===== config.mk =====
export PLATFORM = sky130hd
export DESIGN_NAME = i2c_slave_regfile
export DESIGN_NICKNAME = d
export VERILOG_FILES = /design/src/rtl/i2c_slave_regfile.sv
export SDC_FILE = /design/constraint.sdc
export NUM_CORES = 1
export LEC_CHECK = 0
export CAP_MARGIN = 20
export CORE_UTILIZATION = 50
export CTS_CLUSTER_DIAMETER = 100
export DETAILED_ROUTE_END_ITERATION = 7
export PLACE_DENSITY = 0.79
export SETUP_SLACK_MARGIN = 0.02
export SKIP_CTS_REPAIR_TIMING = 1
export SYNTH_ARGS = -nofsm -noshare
export SYNTH_HDL_FRONTEND = slang
export SYNTH_SLANG_ARGS = --single-unit

===== constraint.sdc =====
create_clock -name HCLK -period 7.7 [get_ports HCLK]
set_clock_uncertainty 0.2 [all_clocks]
set_input_delay 2.31 -clock HCLK [delete_from_list [all_inputs] [get_ports HCLK]]
set_output_delay 2.31 -clock HCLK [all_outputs]
set_load 0.03 [all_outputs]

===== src/rtl/i2c_slave_regfile.sv =====
`timescale 1ns/1ps
// I2C target with a byte-pointer register file. SCL/SDA are oversampled on HCLK.
// A bus write sends a pointer byte and then data bytes. A bus read returns data from the pointer and auto-increments it.
module i2c_slave_regfile #(
  parameter logic [6:0]  SLAVE_ADDR = 7'h50,
  parameter int unsigned NUM_REGS   = 16,
  parameter int unsigned AW         = 4
) (
  input  logic          HCLK,
  input  logic          HRESET,
  input  logic          scl_in,
  input  logic          sda_in,
  output logic          sda_oe,
  input  logic [AW-1:0] loc_raddr,
  output logic [7:0]    loc_rdata,
  output logic          wr_valid,
  output logic [AW-1:0] wr_addr,
  output logic [7:0]    wr_data,
  output logic          busy
);

  typedef enum logic [3:0] {
    S_IDLE,
    S_ADDR,
    S_ADDR_ACK,
    S_PTR,
    S_PTR_ACK,
    S_WDATA,
    S_WDATA_ACK,
    S_RDATA,
    S_RACK,
    S_IGNORE
  } state_t;

  state_t        state;
  logic          scl_s1, scl_s2, scl_d;
  logic          sda_s1, sda_s2, sda_d;
  logic          scl_rise, scl_fall, sda_rise, sda_fall;
  logic          start_c, stop_c;
  logic [7:0]    shreg;
  logic [7:0]    rx_byte;
  logic [2:0]    cnt;
  logic          rw;
  logic [AW-1:0] ptr;
  logic [7:0]    regs [NUM_REGS];

  // Synchronizers idle high so a reset does not fabricate a bus edge
  always_ff @(posedge HCLK or posedge HRESET) begin
    if (HRESET) begin
      scl_s1 <= 1'b1;
      scl_s2 <= 1'b1;
      scl_d  <= 1'b1;
      sda_s1 <= 1'b1;
      sda_s2 <= 1'b1;
      sda_d  <= 1'b1;
    end else begin
      scl_s1 <= scl_in;
      scl_s2 <= scl_s1;
      scl_d  <= scl_s2;
      sda_s1 <= sda_in;
      sda_s2 <= sda_s1;
      sda_d  <= sda_s2;
    end
  end

  always_comb begin
    scl_rise  = scl_s2 & ~scl_d;
    scl_fall  = ~scl_s2 & scl_d;
    sda_rise  = sda_s2 & ~sda_d;
    sda_fall  = ~sda_s2 & sda_d;
    start_c   = sda_fall & scl_s2;
    stop_c    = sda_rise & scl_s2;
    rx_byte   = {shreg[6:0], sda_s2};
    loc_rdata = regs[loc_raddr];
  end

  // The ACK states hand over on the 9th SCL rise. That way the falling edge that ends
  // the ACK either releases SDA (receive states) or drives the first read bit (S_RDATA).
  always_ff @(posedge HCLK or posedge HRESET) begin
    if (HRESET) begin
      state    <= S_IDLE;
      sda_oe   <= 1'b0;
      busy     <= 1'b0;
      wr_valid <= 1'b0;
      wr_addr  <= '0;
      wr_data  <= '0;
      ptr      <= '0;
      shreg    <= '0;
      cnt      <= '0;
      rw       <= 1'b0;
      regs     <= '{default: '0};
    end else begin
      wr_valid <= 1'b0;
      if (stop_c) begin
        state  <= S_IDLE;
        sda_oe <= 1'b0;
        busy   <= 1'b0;
      end else if (start_c) begin
        state  <= S_ADDR;
        sda_oe <= 1'b0;
        cnt    <= '0;
      end else begin
        case (state)
          S_IDLE: ;
          S_ADDR, S_PTR, S_WDATA: begin
            if (scl_fall) sda_oe <= 1'b0;
            if (scl_rise) begin
              shreg <= rx_byte;
              cnt   <= cnt + 3'd1;
              if (cnt == 3'd7) begin
                if (state == S_ADDR) begin
                  rw <= sda_s2;
                  if (rx_byte[7:1] == SLAVE_ADDR) begin
                    state <= S_ADDR_ACK;
                    busy  <= 1'b1;
                  end else begin
                    state <= S_IGNORE;
                    busy  <= 1'b0;
                  end
                end else if (state == S_PTR) begin
                  ptr   <= rx_byte[AW-1:0];
                  state <= S_PTR_ACK;
                end else begin
                  state <= S_WDATA_ACK;
                end
              end
            end
          end
          S_ADDR_ACK: begin
            if (scl_fall) sda_oe <= 1'b1;
            if (scl_rise) begin
              cnt <= '0;
              if (rw) begin
                shreg <= regs[ptr];
                ptr   <= ptr + 1'b1;
                state <= S_RDATA;
              end else begin
                state <= S_PTR;
              end
            end
          end
          S_PTR_ACK: begin
            if (scl_fall) sda_oe <= 1'b1;
            if (scl_rise) begin
              cnt   <= '0;
              state <= S_WDATA;
            end
          end
          S_WDATA_ACK: begin
            if (scl_fall) begin
              sda_oe     <= 1'b1;
              regs[ptr]  <= shreg;
              wr_valid   <= 1'b1;
              wr_addr    <= ptr;
              wr_data    <= shreg;
              ptr        <= ptr + 1'b1;
            end
            if (scl_rise) begin
              cnt   <= '0;
              state <= S_WDATA;
            end
          end
          S_RDATA: begin
            if (scl_fall) begin
              sda_oe <= ~shreg[7];
              shreg  <= {shreg[6:0], 1'b0};
            end
            if (scl_rise) begin
              cnt <= cnt + 3'd1;
              if (cnt == 3'd7) begin
                cnt   <= '0;
                state <= S_RACK;
              end
            end
          end
          S_RACK: begin
            if (scl_fall) sda_oe <= 1'b0;
            if (scl_rise) begin
              if (!sda_s2) begin
                shreg <= regs[ptr];
                ptr   <= ptr + 1'b1;
                state <= S_RDATA;
              end else begin
                state <= S_IGNORE;
              end
            end
          end
          S_IGNORE: sda_oe <= 1'b0;
          default: begin
            state  <= S_IDLE;
            sda_oe <= 1'b0;
          end
        endcase
      end
    end
  end

endmodule


; After elaboration in Yosys (flattened, before gate mapping)
; Index checks and enable logic that the tools add are counted.
[totals]
reg_bits = 169
input_bits = 8
out_inout_bits = 23
elab_cells = 175
[classes]
add_sub_neg = 2
magnitude_cmp = 3
eq_ne = 37
mux = 64
bitwise_logic = 15
n_reduce_logical = 22
[op_table]
columns = operator, n
row1 = bitwise mux 128 bit, 1
row2 = two-way mux 8 bit, 11
row3 = two-way mux 4 bit, 21
row4 = binary-select mux 8 bit (select 4 bit), 2
row5 = demux 8 bit (select 4 bit), 1
row6 = one-hot mux 8 bit (4 select lines), 1
row7 = inequality test 4 bit (second input constant), 7
row8 = one-hot mux 4 bit (6 select lines), 1
row9 = inequality test 2 bit (second input constant), 10
row10 = two-way mux 3 bit, 6
row11 = equality test 4 x 3 -> 1 bit (second input constant), 4
row12 = two-way mux 1 bit, 16
row13 = one-hot mux 4 bit (4 select lines), 1
row14 = inequality test 4 x 1 -> 1 bit (second input constant), 3
row15 = AND reduction 12 bit, 1
row16 = nonzero test 4 bit, 3
row17 = >= comparator 5 bit (second input constant), 2
row18 = inverter 4 -> 5 bit, 2
row19 = AND reduction 5 bit, 2
row20 = inequality test 3 bit (second input constant), 3
row21 = one-hot mux 3 bit (3 select lines), 1
row22 = AND reduction 9 bit, 1
row23 = equality test 4 x 2 -> 1 bit (second input constant), 2
row24 = equality test 4 bit (second input constant), 2
row25 = 21 further kinds, 39

; Logic depth before layout (Yosys ltp)
[depth]
word_depth = 8
mapped_depth = 8
ltp_nobuf = 7

; Worst setup path after synthesis
; No wires, ideal clock.
[synth_path]
kind = input to output
from = input port loc_raddr[0]
to = output port loc_rdata[5]
arrival_time_ns = 3.928
required_time_ns = 5.190
path_slack_ns = 1.262
cell_stages = 4
path_buffers = 2
path_cell_list = clkbuf_1 buf_2 mux4_2 mux4_2
[synth_via]
elab_chain_len = 4
[synth_lines]
columns = element, line
row1 = start: declaration, 14  ; input logic [AW-1:0] loc_raddr,
row2 = inverter 4 -> 5 bit (not written as such), 74  ; loc_rdata = regs[loc_raddr];
row3 = binary-select mux 8 bit (select 4 bit), 74
row4 = two-way mux 8 bit (not written as such) (2 in a row), 74
row5 = end: declaration, 15  ; output logic [7:0] loc_rdata,
; Every way passes these cells. The select of a mux whose other input is x is not followed.

; Worst setup path in the final report
[layout_path]
from = input port loc_raddr[1]
to = output port loc_rdata[2]
; Same word-level chain as after synthesis.

==> impl_metrics.py <==
metrics = {
    "critical_path": {
        "cp_top_family": "buffers and inverters",
        "critical_path_class": "input pin to primary output",
        "start_kind": "input pin",
        "cp_cell_sequence": "clkdlybuf4s50_1, buf_4, mux4_2, mux4_2, buf_4",
        "cpPeakStageDelay_ns": 0.75,
        "cp_slowest_cell": "clkdlybuf4s50_1",
        "crit_path_end_kind": "primary output",
        "critical_path_arrival_ns": 4.60,
        "crit_fanout": 24,
        "cp.buffers_inverters": 3,
        "worstPathRequired_ns": 5.19,
    },
    "floorplan": {
        "start_util_pct": 51.6,
        "die_y_um": 136,
        "rows": 48,
        "coreArea_um2": 17400,
        "die_area_um2": 18500,
        "io-pin-count": 31,
        "die_w_um": 136,
    },
    "clocking": {
        "max-clock-path-buffers": 2,
        "clk_latency_ns": 0.43,
        "cts_tree": "yes",
        "cts_buffers": 17,
        "cts-root-buf": "clkbuf_16",
        "clkTransAtPathRegs_ns": 0.06,
        "htreeDepth": 4,
        "cts.sinks": 169,
    },
    "finish": {
        "syn_to_final_growth_pct": 11.0,
        "nets": 674,
        "diodes": 0,
        "drive_above_1_share_pct": 39.1,
        "nFillCells": 1359,
        "final_cell_count_no_fill": 897,
    },
    "route": {
        "vias_per_cell": 6.79,
        "wl_per_cell_um": 25.2,
        "dr.pass1.iters": 7,
        "drc_errors": 0,
        "vias": 6091,
        "drt.antenna.violating_nets": 0,
        "detail_route.iter0.violations": 666,
        "drt-total-wl_um": 22600,
    },
    "power": {
        "ir_drop_uv": 146,
        "p_leak_nw": 4.52,
        "cellPowerDensity_nw_per_um2": 203,
    },
    "synthesis": {
        "ys_ff_latch": 169,
        "synth_warnings": 0,
        "netlist_instances": 657,
        "syn_area_um2": 8990,
        "synth_common_cells": "dfrtp_1, mux2_2, mux4_2, clkbuf_1, nand2_1",
        "ys_seq_area_share_pct": 47.1,
        "yosys.area.top_type_share_pct": 45.4,
        "synth_edf_count": 0,
        "synth_area_leaders": "dfrtp_1, mux2_2, mux4_2",
        "synth_most_common_cell": "dfrtp_1",
        "ys.flop_type": "dfrtp_1",
        "yosysTopAreaCell": "dfrtp_1",
        "synth.net_count": 671,
        "ys_types": 60,
        "async_flop_share_pct": 100,
        "post_synth.cell_area_avg_um2": 13.7,
    },
    "place": {
        "place_hpwl_um": 14300,
        "gp_congestion": 0.887,
        "placed_cells": 866,
        "port_buffers": 30,
    },
    "global_route": {
        "grt_pass1_wl_um": 35600,
        "gr-total-overflow": 0,
        "grt_pass1_vias": 6256,
        "antenna_found_initial": 0,
        "grt.total_usage_pct": 26.2,
        "grt_max_degree": 69,
    },
    "sta": {
        "hold_viol_final": 0,
        "clock.fmax_ghz": 0.141,
        "min_period_over_period_pct": 92.4,
        "rsz0062_at_grt": "false",
        "relSlewSlack_pct": 40.8,
        "setup_violations": 0,
        "final_max_slew_viol_count": 0,
        "tns_ns": 0,
        "period_minus_slack_ns": 7.11,
        "worstMarginPinSlew_ns": 0.885,
    },
    "run_status": {
        "status": "completed",
    },
    "hold_path": {
        "hp-class": "flip-flop to flip-flop",
    },
    "job": {
        "drv_cap": 0,
    },
}
[layout by cell type, fill, tap and decap left out, types with 3 or more instances in the layout]
master | synthesis | final
dfrtp_1 | 163 | 163
mux2_2 | 139 | 139
mux4_2 | 61 | 61
nand2_1 | 32 | 32
o21ai_0 | 31 | 31
nand3_1 | 23 | 23
clkdlybuf4s50_1 | 0 | 22
nor2_1 | 20 | 20
clkbuf_16 | 0 | 17
buf_4 | 1 | 16
a21oi_1 | 13 | 13
nor2b_1 | 10 | 10
mux4_1 | 9 | 9
nor4_1 | 8 | 7
nor3_1 | 6 | 6
ha_1 | 6 | 6
dfstp_2 | 6 | 6
inv_1 | 6 | 5
nand2b_1 | 5 | 5
and2_1 | 4 | 4
and3_1 | 4 | 4
a211o_1 | 4 | 4
inv_6 | 0 | 4
mux2i_1 | 3 | 3
a211oi_1 | 3 | 3
a22o_1 | 3 | 3
inv_8 | 0 | 3
[per-stage QoR]
| step | worst slack (ns) | total power, mW | area (um2) | hold slack, ns | utilization [%] |
|---|---|---|---|---|---|
| after global routing | 0.585 | 2.10 | 9980 | 0.162 | 57.3 |
| final | 0.586 | 2.03 | 9980 | 0.158 | 57.3 |
| after detailed placement | 0.633 | 1.19 | 9390 | 0.150 | 53.9 |
| after floorplan | 0.625 | 1.13 | 8990 | 0.145 | - |
| after CTS | 0.625 | 2.04 | 9980 | 0.159 | 57.3 |
| after global placement | 0.751 | 1.18 | 9390 | 0.146 | 53.9 |
[sequential cells by signal, summed over array words and instances (netlist names), 3 cells and up]
register,cells
cnt,3
shreg,8
ptr,4
regs,128
wr_addr,4
wr_data,8
state,4
[power breakdown]
| part | internal (mW) | switching, mW |
|---|---|---|
| logic | 0.0665 | 0.0782 |
| registers | 0.913 | 0.116 |
| clock network | 0.485 | 0.373 |
| total | 1.46 | 0.567 |
[path summary, 6_finish.rpt]
path,startpoint,end,slack [ns],cells after the start
max,loc_raddr[1],loc_rdata[2],0.59,5
min reg2reg,scl_s1$_DFF_PP1_,scl_s2$_DFF_PP1_,0.16,0
max reg2reg,ptr[0]$_DFFE_PP0P_,regs[31]$_DFFE_PP0P_,4.29,4
max in group asynchronous,HRESET,shreg[3]$_DFFE_PP0P_,4.11,3
min in group asynchronous,HRESET,regs[80]$_DFFE_PP0P_,2.03,2
min,scl_s1$_DFF_PP1_,scl_s2$_DFF_PP1_,0.16,0
[worst register-to-register path, cell delays in order, from the launching register on]
cell and delay (ns):
dfrtp_1 0.90, clkinv_1 0.66, ha_1 0.47, nand3_1 0.63
mux2_2 0.43
[metal layers]
metal / vias up / track usage [%] / share of wire, %
met5: - / 0 / 0
met4: 0 / 11.9 / 3.5
met3: 62 / 6.04 / 7.9
met2: 334 / 41.1 / 49
met1: 3170 / 34.8 / 40
li1: 2525 / - / -
[cells by family after synthesis]
kind of cell / Yosys count / share of synthesized area, %
multiplexers: 213 / 35.8
XOR/XNOR: 2 / 0.195
buffers and inverters: 62 / 2.89
AND/OR/NAND/NOR: 124 / 7.11
adder cells (fa/ha/maj): 6 / 0.835
flip-flops: 169 / 47.1
AO/OA/AOI/OAI: 81 / 6.01
[final cells by class]
class / count / area, um2 / share of cell area (%)
Clock inverter: 14 / 163 / 1.63
Inverter: 7 / 31.3 / 0.313
Sequential cell: 169 / 4240 / 42.4
Tap cell: 225 / 282 / 2.82
Timing Repair Buffer: 39 / 345 / 3.46
Clock buffer: 17 / 425 / 4.26
Multi-Input combinational cell: 426 / 4500 / 45.1
Power figures use the tool's default switching activity.
